`src/rtl/cnt_multi_ctrl.sv`:
```
// ============================================================================
// cnt_multi_ctrl : N-channel threshold counters with memory-mapped CSRs
// Rev 1.0
// ============================================================================
`default_nettype none

module cnt_multi_ctrl #(
  parameter int NCH    = 4,
  parameter int WIDTH  = 32,
  parameter int ADDR_W = 8
) (
  input  logic                 clk_i,
  input  logic                 rst_ni,
  input  logic                 reg_valid_i,
  input  logic                 reg_write_i,
  input  logic [ADDR_W-1:0]    reg_addr_i,
  input  logic [31:0]          reg_wdata_i,
  input  logic [3:0]           reg_wstrb_i,
  output logic [31:0]          reg_rdata_o,
  output logic                 reg_ready_o,
  output logic                 reg_error_o,
  output logic [NCH*WIDTH-1:0] cnt_value_o,
  output logic [NCH-1:0]       tc_pulse_o,
  output logic                 irq_o
);

  localparam int              WA         = ADDR_W - 2;
  localparam logic [WA-1:0]   IRQ_WORD   = WA'(4 * NCH);
  localparam logic [1:0]      OFF_CTRL   = 2'd0;
  localparam logic [1:0]      OFF_THR    = 2'd1;
  localparam logic [1:0]      OFF_VALUE  = 2'd2;
  localparam logic [1:0]      OFF_STATUS = 2'd3;

  logic [NCH-1:0][WIDTH-1:0] value_q, value_d, thr_q, thr_d;
  logic [NCH-1:0] en_q, en_d, os_q, os_d, ie_q, ie_d, tc_q, tc_d, pulse_q, pulse_d;

  logic [WA-1:0]  w_word;
  logic [1:0]     w_off;
  logic           w_in_ch, w_is_irq, w_wr;
  logic [NCH-1:0] w_sel, w_ctrl_wr, w_thr_wr, w_w1c, w_hit;

  assign w_word   = reg_addr_i[ADDR_W-1:2];
  assign w_off    = w_word[1:0];
  assign w_in_ch  = (w_word < IRQ_WORD);
  assign w_is_irq = (w_word == IRQ_WORD);
  assign w_wr     = reg_valid_i & reg_write_i;

  always_comb begin
    for (int c = 0; c < NCH; c++) begin
      w_sel[c]     = w_in_ch && (w_word[WA-1:2] == (WA-2)'(c));
      w_ctrl_wr[c] = w_wr && w_sel[c] && (w_off == OFF_CTRL) && reg_wstrb_i[0];
      w_thr_wr[c]  = w_wr && w_sel[c] && (w_off == OFF_THR);
      w_w1c[c]     = w_wr && w_sel[c] && (w_off == OFF_STATUS) && reg_wstrb_i[0] && reg_wdata_i[0];
      w_hit[c]     = en_q[c] && (value_q[c] == thr_q[c]);
    end
  end

  always_comb begin
    value_d = value_q;
    thr_d   = thr_q;
    en_d    = en_q;
    os_d    = os_q;
    ie_d    = ie_q;
    tc_d    = tc_q;
    pulse_d = '0;
    for (int c = 0; c < NCH; c++) begin
      for (int i = 0; i < WIDTH; i++) begin
        if (w_thr_wr[c] && reg_wstrb_i[i/8]) thr_d[c][i] = reg_wdata_i[i];
      end
      if (w_ctrl_wr[c] && reg_wdata_i[1]) begin
        value_d[c] = '0;
        tc_d[c]    = 1'b0;
      end else begin
        pulse_d[c] = w_hit[c];
        if (w_hit[c]) begin
          // A terminal count sets TC even if software clears it in the same cycle
          tc_d[c] = 1'b1;
          if (os_q[c]) en_d[c] = 1'b0;
          else         value_d[c] = '0;
        end else begin
          if (w_w1c[c]) tc_d[c] = 1'b0;
          if (en_q[c])  value_d[c] = value_q[c] + WIDTH'(1);
        end
      end
      // Applied last so a software CTRL write overrides the one-shot auto-disable
      if (w_ctrl_wr[c]) begin
        en_d[c] = reg_wdata_i[0];
        os_d[c] = reg_wdata_i[2];
        ie_d[c] = reg_wdata_i[3];
      end
    end
  end

  always_comb begin
    reg_rdata_o = '0;
    reg_error_o = 1'b0;
    if (reg_valid_i) begin
      if (w_in_ch) begin
        for (int c = 0; c < NCH; c++) begin
          if (w_sel[c]) begin
            case (w_off)
              OFF_CTRL:  reg_rdata_o = {28'd0, ie_q[c], os_q[c], 1'b0, en_q[c]};
              OFF_THR:   reg_rdata_o = 32'(thr_q[c]);
              OFF_VALUE: reg_rdata_o = 32'(value_q[c]);
              default:   reg_rdata_o = {31'd0, tc_q[c]};
            endcase
          end
        end
      end else if (w_is_irq) begin
        reg_rdata_o = 32'(tc_q & ie_q);
      end else begin
        reg_error_o = 1'b1;
      end
    end
  end

  always_ff @(posedge clk_i or negedge rst_ni) begin
    if (!rst_ni) begin
      value_q <= '0;
      thr_q   <= '1;
      en_q    <= '0;
      os_q    <= '0;
      ie_q    <= '0;
      tc_q    <= '0;
      pulse_q <= '0;
    end else begin
      value_q <= value_d;
      thr_q   <= thr_d;
      en_q    <= en_d;
      os_q    <= os_d;
      ie_q    <= ie_d;
      tc_q    <= tc_d;
      pulse_q <= pulse_d;
    end
  end

  assign cnt_value_o = value_q;
  assign tc_pulse_o  = pulse_q;
  assign irq_o       = |(tc_q & ie_q);
  assign reg_ready_o = 1'b1;

endmodule

`default_nettype wire
```
`config.mk`:
```
export PLATFORM = sky130hd
export DESIGN_NAME = cnt_multi_ctrl
export DESIGN_NICKNAME = d
export VERILOG_FILES = /design/src/rtl/cnt_multi_ctrl.sv
export SDC_FILE = /design/constraint.sdc
export NUM_CORES = 1
export LEC_CHECK = 0
export BUFFER_PORTS_ARGS = -buffer_cell sky130_fd_sc_hd__buf_2
export CELL_PAD_IN_SITES_DETAIL_PLACEMENT = 0
export CELL_PAD_IN_SITES_GLOBAL_PLACEMENT = 1
export CORE_AREA = 5 5 173 342
export DETAILED_ROUTE_END_ITERATION = 10
export DIE_AREA = 0 0 178 347
export PLACE_DENSITY = 0.64
export RECOVER_POWER = 50
export SLEW_MARGIN = 20
export SYNTH_ARGS = -nofsm -noshare
export SYNTH_HDL_FRONTEND = slang
export SYNTH_SLANG_ARGS = --single-unit
```
`constraint.sdc`:
```
create_clock -name clk_i -period 3.3 [get_ports clk_i]
set_input_delay 0.495 -clock clk_i [delete_from_list [all_inputs] [get_ports clk_i]]
set_output_delay 0.495 -clock clk_i [all_outputs]
set_load 0.03 [all_outputs]
```
==> results of run 1 <==
==> sequential cells by signal (all words and copies together), names as in the netlist <==
| name | cells |
|---|---|
| ie_q | 4 |
| tc_pulse_o | 4 |
| en_q | 4 |
| thr_q | 128 |
| cnt_value_o | 128 |
| tc_q | 4 |
| os_q | 4 |
==> cell type report <==
| cell class | instances | area [um2] |
|---|---|---|
| fillers | 5810 | 36300 |
| multi-input cells | 1286 | 8970 |
| well taps | 750 | 938 |
| clock buffers | 39 | 771 |
| inverters | 21 | 78.8 |
| repair buffers | 324 | 1920 |
| clock inverters | 11 | 98.8 |
| flip-flops and latches | 276 | 7070 |
==> synth_stat cells (11+ instances only) <==
| cell | number |
|---|---|
| nor2_1 | 160 |
| dfrtp_1 | 148 |
| mux2_2 | 132 |
| dfstp_2 | 128 |
| a22oi_1 | 115 |
| xnor2_1 | 103 |
| nand2_1 | 98 |
| xor2_1 | 81 |
| nand3_1 | 73 |
| clkbuf_1 | 65 |
| o22ai_1 | 54 |
| buf_2 | 47 |
| nor3_1 | 42 |
| and3_1 | 41 |
| nand4_1 | 41 |
| o21ai_0 | 36 |
| o31ai_1 | 32 |
| a21oi_1 | 29 |
| nor4_1 | 24 |
| inv_1 | 21 |
| and4_1 | 17 |
| or3_1 | 17 |
| and2_1 | 15 |
| nor3b_1 | 12 |
| o21ai_1 | 11 |
==> worst max path at each step <==
stage	endpoint	depth (start not counted)
after CTS	reg_rdata_o[30]	9
after detailed placement	reg_rdata_o[30]	9
after global placement	reg_rdata_o[25]	9
after floorplan	reg_rdata_o[30]	7
after global routing	reg_rdata_o[30]	9
final	reg_rdata_o[30]	9
==> routing by layer <==
| layer | vias to the layer above | GRT usage | routed length (um) | share of wire |
|---|---|---|---|---|
| met5 | - | 0 | 0 | 0 |
| met4 | 0 | 0.169 | 6590 | 0.089 |
| met3 | 164 | 0.0288 | 3720 | 0.050 |
| met2 | 564 | 0.402 | 37000 | 0.50 |
| met1 | 7358 | 0.261 | 26700 | 0.36 |
| li1 | 6718 | - | - | - |
==> critical path: stages <==
cell     delay [ns]
buf_2          0.30
nor2b_4        0.40
buf_12         0.26
a22oi_1        0.13
a21oi_1        0.35
nor2_1         0.07
nor4_1         0.29
buf_4          0.19
buf_2          0.19
==> report_power, final <==
group          leakage, uW  internal, uW  total, uW  switching [uW]
logic              0.00468           698       2010            1310
registers          0.00323          3670       4060             390
clock network     0.000420          1710       3170            1460
total              0.00834          6080       9240            3160
==> cells by family (layout without fill, tap and decap cells) <==
| logic type | count (synthesis) | count (layout) | synth area share |
|---|---|---|---|
| compound gates | 345 | 345 | 0.143 |
| xor+xnor | 184 | 184 | 0.0968 |
| fa+ha+maj | 4 | 4 | 0.00301 |
| buf+inv | 145 | 395 | 0.0382 |
| flops | 276 | 276 | 0.424 |
| mux | 145 | 145 | 0.100 |
| other cells | 1 | 1 | 0.000225 |
| simple gates | 607 | 607 | 0.194 |
==> through the flow <==
stage	hold slack (ns)	total power, uW	util	instance area [um2]	std cells
global placement	0.481	6110	0.339	19100	2655
detailed placement	0.494	6140	0.339	19100	2655
finish	0.290	9240	0.353	19800	2707
global route	0.291	9600	0.353	19800	2707
CTS	0.270	9330	0.355	19900	2706
floorplan	0.199	5110	-	16700	1707
==> repair_timing <==
item                                    in CTS  in global routing
endpoints found under the setup margin       0                  1
setup buffers                                0                  0
endpoints found under the hold margin       39                  0
hold buffers                                 1                  0
==> impl_metrics.py, run 1 <==
metrics = {
    "floorplanning": {
        "start_util": 0.296,
        "die-area_um2": 61800,
        "die_h_um": 347,
        "io_pins": 215,
        "die_x_um": 178,
        "rows": 123,
        "coreArea_um2": 56200,
    },
    "synth": {
        "synth_top_cell_area_share": 0.222,
        "netlist_top_cells_area": "dfrtp_1 (22%), dfstp_2 (20%), mux2_2 (8.9%)",
        "synth_cell_type_count": 75,
        "synthFlopType": "dfrtp_1",
        "netlist_area_um2": 16700,
        "ys_warn_count": 0,
        "mappedNetlistNets": 1759,
        "yosysSeqAreaShare": 0.424,
        "synth_async_sr_flop_share": 1.00,
        "yosys.area.top_type": "dfrtp_1",
        "synth_edf_count": 0,
        "synthCells": 1707,
        "ys_ff_latch": 276,
        "synth.avg_cell_area_um2": 9.76,
    },
    "placed_design": {
        "gp_routability_congestion": 0.987,
        "post-place-ws_ns": 0.122,
        "port_buffers": 211,
        "dp_hpwl_um": 57900,
    },
    "setup_path": {
        "end_kind": "output pin",
        "crit_start": "reg_addr_i[2]",
        "cp_max_fo": 32,
        "crit_path_start_kind": "primary input",
        "reg2reg_from": "cnt_value_o[84]",
        "cp.arrival_ns": 2.72,
        "required_ns": 2.80,
        "reg2reg_to": "cnt_value_o[66]",
        "ff2ff_setup_slack_ns": 0.37,
        "worstSetupPathType": "primary input to output pin",
        "ff2ff_path_depth": 7,
    },
    "global_routing": {
        "grt_pass1_vias": 15086,
        "overflow": 0,
        "grt_max_degree": 85,
        "gr-usage-all-layers": 0.233,
        "grt_antenna_before_repair": 0,
        "grt_pass1_wl_um": 106000,
    },
    "clock_network": {
        "clk_pin_slew_ns": 0.07,
        "clock_latency_ns": 0.59,
        "htreeDepth": 1,
        "cts_resized": 0,
        "cts.sinks": 276,
        "clockBufferDepth": 3,
        "cts_tree": "built",
        "cts_root_buf": "clkbuf_16",
        "numCtsBuffers": 27,
    },
    "detailed_routing": {
        "routed_via_density": 5.47,
        "totalWireLength_um": 74000,
        "drc_errors": 0,
        "routedWlPerCell_um": 27.3,
        "postRouteAntennaNets": 0,
        "drtPass1Iterations": 5,
        "drt_iter0_markers": 903,
        "vias": 14804,
    },
    "finish": {
        "antenna_cells": 0,
        "final_cell_mix": "nor2_1 (160), dfrtp_1 (148), buf_2 (136)",
        "layout-drive-gt1-share": 0.299,
        "area_growth_syn_to_layout_pct": 19.2,
        "layout_commonest_cell": "nor2_1",
        "finalNetCount": 1988,
    },
    "run": {
        "drv_cap": 1,
    },
    "sta": {
        "fin_ws_ns": 0.0818,
        "rsz0062_at_grt": "false",
        "fin_crit_sh": 0.975,
        "fmax_ghz": 0.311,
        "period_minus_slack_ns": 3.22,
        "hold_viol": 0,
        "slew_headroom": -0.298,
        "tns_ns": 0,
        "tightest_slew_ns": 1.95,
        "slew_viol_final": 66,
        "setup_viol": 0,
        "skew_ns": 0.0169,
    },
    "pwr": {
        "ir_worst_vdd_mv": 0.278,
        "p_per_area_nw_per_um2": 465,
        "p_leak_uw": 0.00834,
    },
    "worst_hold_path": {
        "holdPathStages": 2,
        "hp-start": "reg_wdata_i[3]",
        "worst_hold_path.endpoint": "ie_q[0]",
        "hold_path.class": "primary input to flip-flop",
    },
    "run_status": {
        "violations": "max-capacitance violations, max-slew violations",
        "status": "complete, but fails checks",
    },
}
Power figures use the tool's default switching activity.
==> run 2, diff against run 1 <==
--- a/config.mk
+++ b/config.mk
@@ -5,13 +5,14 @@
 export SDC_FILE = /design/constraint.sdc
 export NUM_CORES = 1
 export LEC_CHECK = 0
+export ABC_AREA = 1
 export BUFFER_PORTS_ARGS = -buffer_cell sky130_fd_sc_hd__buf_2
 export CELL_PAD_IN_SITES_DETAIL_PLACEMENT = 0
 export CELL_PAD_IN_SITES_GLOBAL_PLACEMENT = 1
-export CORE_AREA = 5 5 173 342
+export CORE_AREA = 5 5 198 391
 export DETAILED_ROUTE_END_ITERATION = 10
-export DIE_AREA = 0 0 178 347
-export PLACE_DENSITY = 0.64
+export DIE_AREA = 0 0 203 396
+export PLACE_DENSITY = 0.68
 export RECOVER_POWER = 50
 export SLEW_MARGIN = 20
 export SYNTH_ARGS = -nofsm -noshare
==> run 2 against run 1 <==
The flow still finishes with violations (max-capacitance violations, max-slew violations). First-iteration DRC count grew 63%. Cell area is 26% higher. Die area up 30%. Hold slack better by 0.018 ns. Non-clock buffer count down 31. Synthesized cell count increased by 110%. Via count grew 61%. Critical path depth is 2 lower. Critical endpoint is now reg_rdata_o[10].
==> impl_metrics.py, run 2 <==
metrics = {
    "pwr": {
        "p_per_area_nw_per_um2": 705,
        "p_leak_uw": 0.0122,
        "ir_worst_vdd_mv": 0.425,
    },
    "setup_path": {
        "required_ns": 2.80,
        "worstSetupPathType": "flip-flop to output pin",
        "cp.arrival_ns": 2.79,
        "cp_max_fo": 7,
        "end_kind": "output pin",
        "crit_path_start_kind": "flip-flop",
    },
    "synth": {
        "synth_top_cell_area_share": 0.243,
        "synth.avg_cell_area_um2": 6.06,
        "netlist_top_cells_area": "nand2_1 (24%), dfrtp_1 (17%), dfstp_2 (15%)",
        "synth_edf_count": 0,
        "synth_cell_type_count": 47,
        "synth_async_sr_flop_share": 1.00,
        "netlist_area_um2": 21900,
        "yosysMostFrequentCell": "nand2_1",
        "synth_common_cells": "nand2_1 (1,423), inv_1 (427), nor2_1 (404)",
        "yosys.area.top_type": "nand2_1",
        "yosysSeqAreaShare": 0.322,
        "mappedNetlistNets": 3675,
        "ys_warn_count": 0,
        "synthFlopType": "dfrtp_1",
        "synthCells": 3623,
        "ys_ff_latch": 276,
    },
    "finish": {
        "layout-drive-gt1-share": 0.132,
        "design_area_um2": 25000,
        "seqCellArea_um2": 7070,
        "multi_input_area_um2": 12400,
        "fill_cells": 8479,
        "area_growth_syn_to_layout_pct": 14.1,
        "layout_commonest_cell": "nand2_1",
        "finalNetCount": 3847,
        "final_cell_mix": "nand2_1 (1,424), inv_1 (430), nor2_1 (411)",
    },
    "clock_network": {
        "cts_root_buf": "clkbuf_16",
        "cts_tree": "built",
        "clk_pin_slew_ns": 0.06,
        "htreeDepth": 1,
        "numCtsBuffers": 29,
        "cts.sinks": 276,
        "clock_latency_ns": 0.62,
        "clockBufferDepth": 3,
    },
    "floorplanning": {
        "die_h_um": 396,
        "start_util": 0.297,
        "rows": 141,
        "coreArea_um2": 73900,
        "io_pins": 215,
        "die_x_um": 203,
        "die-area_um2": 80400,
    },
    "sta": {
        "fin_ws_ns": 0.0104,
        "slew_viol_final": 56,
        "tightest_slew_ns": 1.62,
        "slew_headroom": -0.0793,
        "period_minus_slack_ns": 3.29,
        "fmax_ghz": 0.304,
        "rsz0062_at_grt": "false",
        "fin_crit_sh": 0.997,
        "hold_viol": 0,
        "tns_ns": 0,
        "setup_viol": 0,
        "holdWs_ns": 0.308,
        "skew_ns": 0.0183,
    },
    "global_routing": {
        "overflow": 0,
        "grt_pass1_vias": 24147,
        "grt_pass1_wl_um": 163000,
        "grt_antenna_before_repair": 3,
        "gr-usage-all-layers": 0.272,
        "grt_max_degree": 63,
    },
    "detailed_routing": {
        "postRouteAntennaNets": 0,
        "routedWlPerCell_um": 23.6,
        "drc_errors": 0,
        "drt_iter0_markers": 1469,
        "vias": 23818,
        "drtPass1Iterations": 7,
        "totalWireLength_um": 112000,
        "routed_via_density": 5.02,
    },
    "placed_design": {
        "dp_hpwl_um": 91100,
        "post_dp_cell_area_um2": 24100,
        "post-place-ws_ns": 0.101,
        "port_buffers": 211,
        "gp_routability_congestion": 1.07,
    },
    "run": {
        "drv_cap": 1,
    },
    "run_status": {
        "violations": "max-capacitance violations, max-slew violations",
        "status": "complete, but fails checks",
    },
    "worst_hold_path": {
        "hold_path.class": "primary input to flip-flop",
    },
}
[run 2: worst paths after layout]
kind | slack, ns | end | startpoint | cells after the start
setup / recovery | 0.01 | reg_rdata_o[10] | cnt_value_o[42] | 7
setup reg to reg | 0.80 | cnt_value_o[122] | cnt_value_o[96] | 13
min in group asynchronous | 0.82 | cnt_value_o[8] | rst_ni | 2
hold reg to reg | 0.48 | thr_q[36] | thr_q[36] | 2
max in group asynchronous | 0.61 | cnt_value_o[90] | rst_ni | 3
hold / removal | 0.31 | en_q[0] | reg_wdata_i[0] | 3
[run 2: through the flow]
stage	power, uW	instances	util
6_report	17600	4748	0.339
5_1_grt	18900	4746	0.339
4_1_cts	17800	4746	0.340
3_5_place_dp	14100	4692	0.327
3_3_place_gp	14100	4692	0.327
2_1_floorplan	11000	3623	-
[run 2: cells by family after synthesis]
| group | after synthesis | share of synthesized area |
|---|---|---|
| compound gates | 353 | 0.0924 |
| xor+xnor | 108 | 0.0431 |
| fa+ha+maj | 4 | 0.00228 |
| buf+inv | 602 | 0.112 |
| flops | 276 | 0.322 |
| other cells | 1 | 0.000171 |
| simple gates | 2279 | 0.428 |
[run 2: routing by layer]
layer  track usage  vias to the layer above  wire length [um]
li1              -                    11744                 -
met1         0.289                    11118             40400
met2         0.490                      711             56300
met3        0.0298                      245              4470
met4         0.208                        0             10800
met5             0                        -                 0
[run 2: timing repair]
action	in CTS	in global routing
hold endpoints to repair	22	0
buffers inserted	0	0
gates cloned	0	0
hold buffers	1	0
endpoints found under the setup margin	1	2
gates resized for setup	1	2
[run 2: layout make-up]
cell class / count / share of cell area
Antenna cell: 2 / 0.000200
Timing Repair Buffer: 293 / 0.0693
Clock inverter: 14 / 0.00530
Sequential cell: 276 / 0.282
Tap cell: 929 / 0.0464
Multi-Input combinational cell: 2745 / 0.495
Inverter: 450 / 0.0675
Clock buffer: 39 / 0.0338
[run 2: worst max-delay path, stage by stage, from the launching register on]
cell	delay, ns
dfrtp_1	0.55
inv_1	0.16
o22ai_1	0.23
nand2_1	0.18
nand2_1	0.28
o21ai_0	0.14
a21oi_1	0.36
buf_2	0.28
[run 2: where the power goes]
group / switching [uW] / internal [uW]
Combinational: 5840 / 2560
Clock: 1590 / 1950
Sequential: 1580 / 4130
Total: 9000 / 8640
==> run 3, diff against run 2 <==
--- a/config.mk
+++ b/config.mk
@@ -5,14 +5,14 @@
 export SDC_FILE = /design/constraint.sdc
 export NUM_CORES = 1
 export LEC_CHECK = 0
-export ABC_AREA = 1
 export BUFFER_PORTS_ARGS = -buffer_cell sky130_fd_sc_hd__buf_2
 export CELL_PAD_IN_SITES_DETAIL_PLACEMENT = 0
 export CELL_PAD_IN_SITES_GLOBAL_PLACEMENT = 1
-export CORE_AREA = 5 5 198 391
+export CORE_AREA = 5 5 173 342
 export DETAILED_ROUTE_END_ITERATION = 10
-export DIE_AREA = 0 0 203 396
-export PLACE_DENSITY = 0.68
+export DIE_AREA = 0 0 178 347
+export GPL_ROUTABILITY_DRIVEN = 0
+export PLACE_DENSITY = 0.64
 export RECOVER_POWER = 50
 export SLEW_MARGIN = 20
 export SYNTH_ARGS = -nofsm -noshare
==> run 3 against run 2 <==
The flow still finishes with violations (max-capacitance violations, max-slew violations). Largest cell class unchanged. Flip-flop and latch count did not move. Clock-buffer cell count decreased by 6. Cell count decreased by 43%. Largest power group is now registers. Core utilization up 1.6 points.
==> impl_metrics.py, run 3 (same netlist as run 1, synthesis figures left out) <==
metrics = {
    "pwr": {
        "clkPwrFrac": 0.364,
        "ir_worst_vdd_mv": 0.292,
        "switching_power_uw": 3190,
        "p_comb_frac": 0.209,
        "seqPwrFrac": 0.427,
        "p_leak_uw": 0.00836,
        "switching_share": 0.335,
        "p_per_area_nw_per_um2": 478,
        "power_uw": 9520,
        "p_int_uw": 6330,
    },
    "floorplanning": {
        "rows": 123,
        "start_util": 0.296,
        "die_x_um": 178,
        "die_h_um": 347,
        "coreArea_um2": 56200,
        "io_pins": 215,
        "die-area_um2": 61800,
    },
    "sta": {
        "tns_ns": 0,
        "hold_viol": 0,
        "slew_headroom": -0.572,
        "fin_crit_sh": 0.954,
        "skew_ns": 0.0261,
        "tightest_slew_ns": 2.36,
        "slew_viol_final": 85,
        "setup_viol": 0,
        "period_minus_slack_ns": 3.15,
        "fmax_ghz": 0.318,
        "rsz0062_at_grt": "false",
        "fin_ws_ns": 0.151,
    },
    "clock_network": {
        "htreeDepth": 1,
        "numCtsBuffers": 26,
        "clk_pin_slew_ns": 0.07,
        "clockBufferDepth": 3,
        "cts_root_buf": "clkbuf_16",
        "clock_latency_ns": 0.58,
        "cts_tree": "built",
        "cts.sinks": 276,
    },
    "worst_hold_path": {
        "hp-start": "reg_wdata_i[1]",
        "worst_hold_path.endpoint": "thr_q[97]",
        "hold_path.class": "primary input to flip-flop",
        "holdPathStages": 2,
    },
    "placed_design": {
        "dp_cells": 2655,
        "port_buffers": 211,
        "post-place-ws_ns": 0.264,
        "dp_hpwl_um": 57700,
    },
    "setup_path": {
        "end_kind": "output pin",
        "reg2reg_to": "cnt_value_o[66]",
        "ff2ff_setup_slack_ns": 0.45,
        "reg2reg_from": "cnt_value_o[84]",
        "required_ns": 2.80,
        "crit_family": "buffers and inverters",
        "crit_path_start_kind": "primary input",
        "worst_path_largest_cell_delay_ns": 0.54,
        "ff2ff_path_depth": 7,
        "cp_slowest_cell": "o22ai_1",
        "worstSetupPathType": "primary input to output pin",
        "critPathBufInv": 3,
        "cp.arrival_ns": 2.65,
        "cp_max_fo": 17,
        "crit_chain": "buf_2, nor2b_4, buf_4, a22oi_1, o22ai_1, nor2_1, nor2_1, buf_2",
    },
    "global_routing": {
        "overflow": 0,
        "gr-usage-all-layers": 0.233,
        "grt_max_degree": 86,
        "grt_antenna_before_repair": 1,
        "grt_pass1_wl_um": 106000,
        "grt_pass1_vias": 15256,
    },
    "detailed_routing": {
        "routed_via_density": 5.53,
        "totalWireLength_um": 73800,
        "drc_errors": 0,
        "drt_iter0_markers": 1125,
        "drtPass1Iterations": 5,
        "routedWlPerCell_um": 27.3,
        "postRouteAntennaNets": 0,
        "vias": 14964,
    },
    "run_status": {
        "violations": "max-capacitance violations, max-slew violations",
        "status": "complete, but fails checks",
    },
    "finish": {
        "layout_commonest_cell": "nor2_1",
        "final_cell_mix": "nor2_1 (160), dfrtp_1 (148), buf_2 (134)",
        "multi_input_area_um2": 8980,
        "finalNetCount": 1986,
        "area_growth_syn_to_layout_pct": 19.5,
        "final_cells": 2705,
        "layout-drive-gt1-share": 0.299,
        "seqCellArea_um2": 7070,
        "fill_cells": 5827,
    },
    "run": {
        "drv_cap": 1,
    },
}
run 3: changes by cell type in the layout (fill, tap and decap cells not counted), sizes merged, moves of 23 or more:
| cell | before | now |
|---|---|---|
| nor4 | 6 | 30 |
| and3 | 3 | 41 |
| nand2 | 1438 | 99 |
| o21ai | 188 | 47 |
| inv | 447 | 21 |
| o31ai | 0 | 32 |
| xnor2 | 45 | 103 |
| nor2 | 426 | 163 |
| a22oi | 3 | 115 |
| mux2 | 0 | 132 |
| nand3 | 268 | 73 |
| buf | 265 | 242 |
| o22ai | 94 | 55 |
| clkbuf | 66 | 113 |
run 3: power groups by stage:
stage                     clock network (uW)  registers, uW  logic (uW)
final                                   3460           4070        1990
after global routing                    3650           4100        2120
after CTS                               3540           4060        2020
after detailed placement                   0           4120        2010
after global placement                     0           4110        1990
after floorplan                            0           4230         872
run 3: area by class of cell:
| class | count | share of cell area |
|---|---|---|
| antenna | 1 | 0.000126 |
| clock buffer | 33 | 0.0371 |
| clock inverter | 15 | 0.0106 |
| inverter | 21 | 0.00396 |
| multi-input combinational | 1286 | 0.451 |
| sequential | 276 | 0.355 |
| tap | 750 | 0.0471 |
| timing repair buffer | 323 | 0.0949 |
run 3: metal layers:
metal | vias to the layer above | track usage | share of wire
met4 | 0 | 0.189 | 0.10
met5 | - | 0 | 0
met3 | 176 | 0.0395 | 0.053
met2 | 583 | 0.393 | 0.49
li1 | 6725 | - | -
met1 | 7480 | 0.253 | 0.36
run 3: repair_timing:
| action | CTS | global route |
|---|---|---|
| hold endpoints to repair | 46 | 0 |
| hold buffers | 1 | 0 |
| setup endpoints to repair | 0 | 1 |
| gates resized for setup | 0 | 1 |
| buffers inserted | 0 | 0 |
run 3: how the worst max path moves through the flow:
stage	startpoint	end	slack [ns]	depth (start not counted)
6_report	reg_addr_i[2]	reg_rdata_o[26]	0.15	8
3_3_place_gp	reg_addr_i[2]	reg_rdata_o[9]	0.25	9
5_1_grt	rst_ni	cnt_value_o[19]	0.03	3
4_1_cts	reg_addr_i[2]	reg_rdata_o[9]	0.26	9
2_1_floorplan	reg_addr_i[3]	reg_rdata_o[30]	0.12	7
3_5_place_dp	reg_addr_i[2]	reg_rdata_o[9]	0.26	9
run 3: metrics by stage:
| step | area [um2] | util | hold WS [ns] |
|---|---|---|---|
| 2_1_floorplan | 16700 | - | 0.199 |
| 3_3_place_gp | 19100 | 0.339 | 0.479 |
| 3_5_place_dp | 19100 | 0.339 | 0.487 |
| 4_1_cts | 20000 | 0.356 | 0.267 |
| 5_1_grt | 19900 | 0.354 | 0.284 |
| 6_report | 19900 | 0.354 | 0.278 |
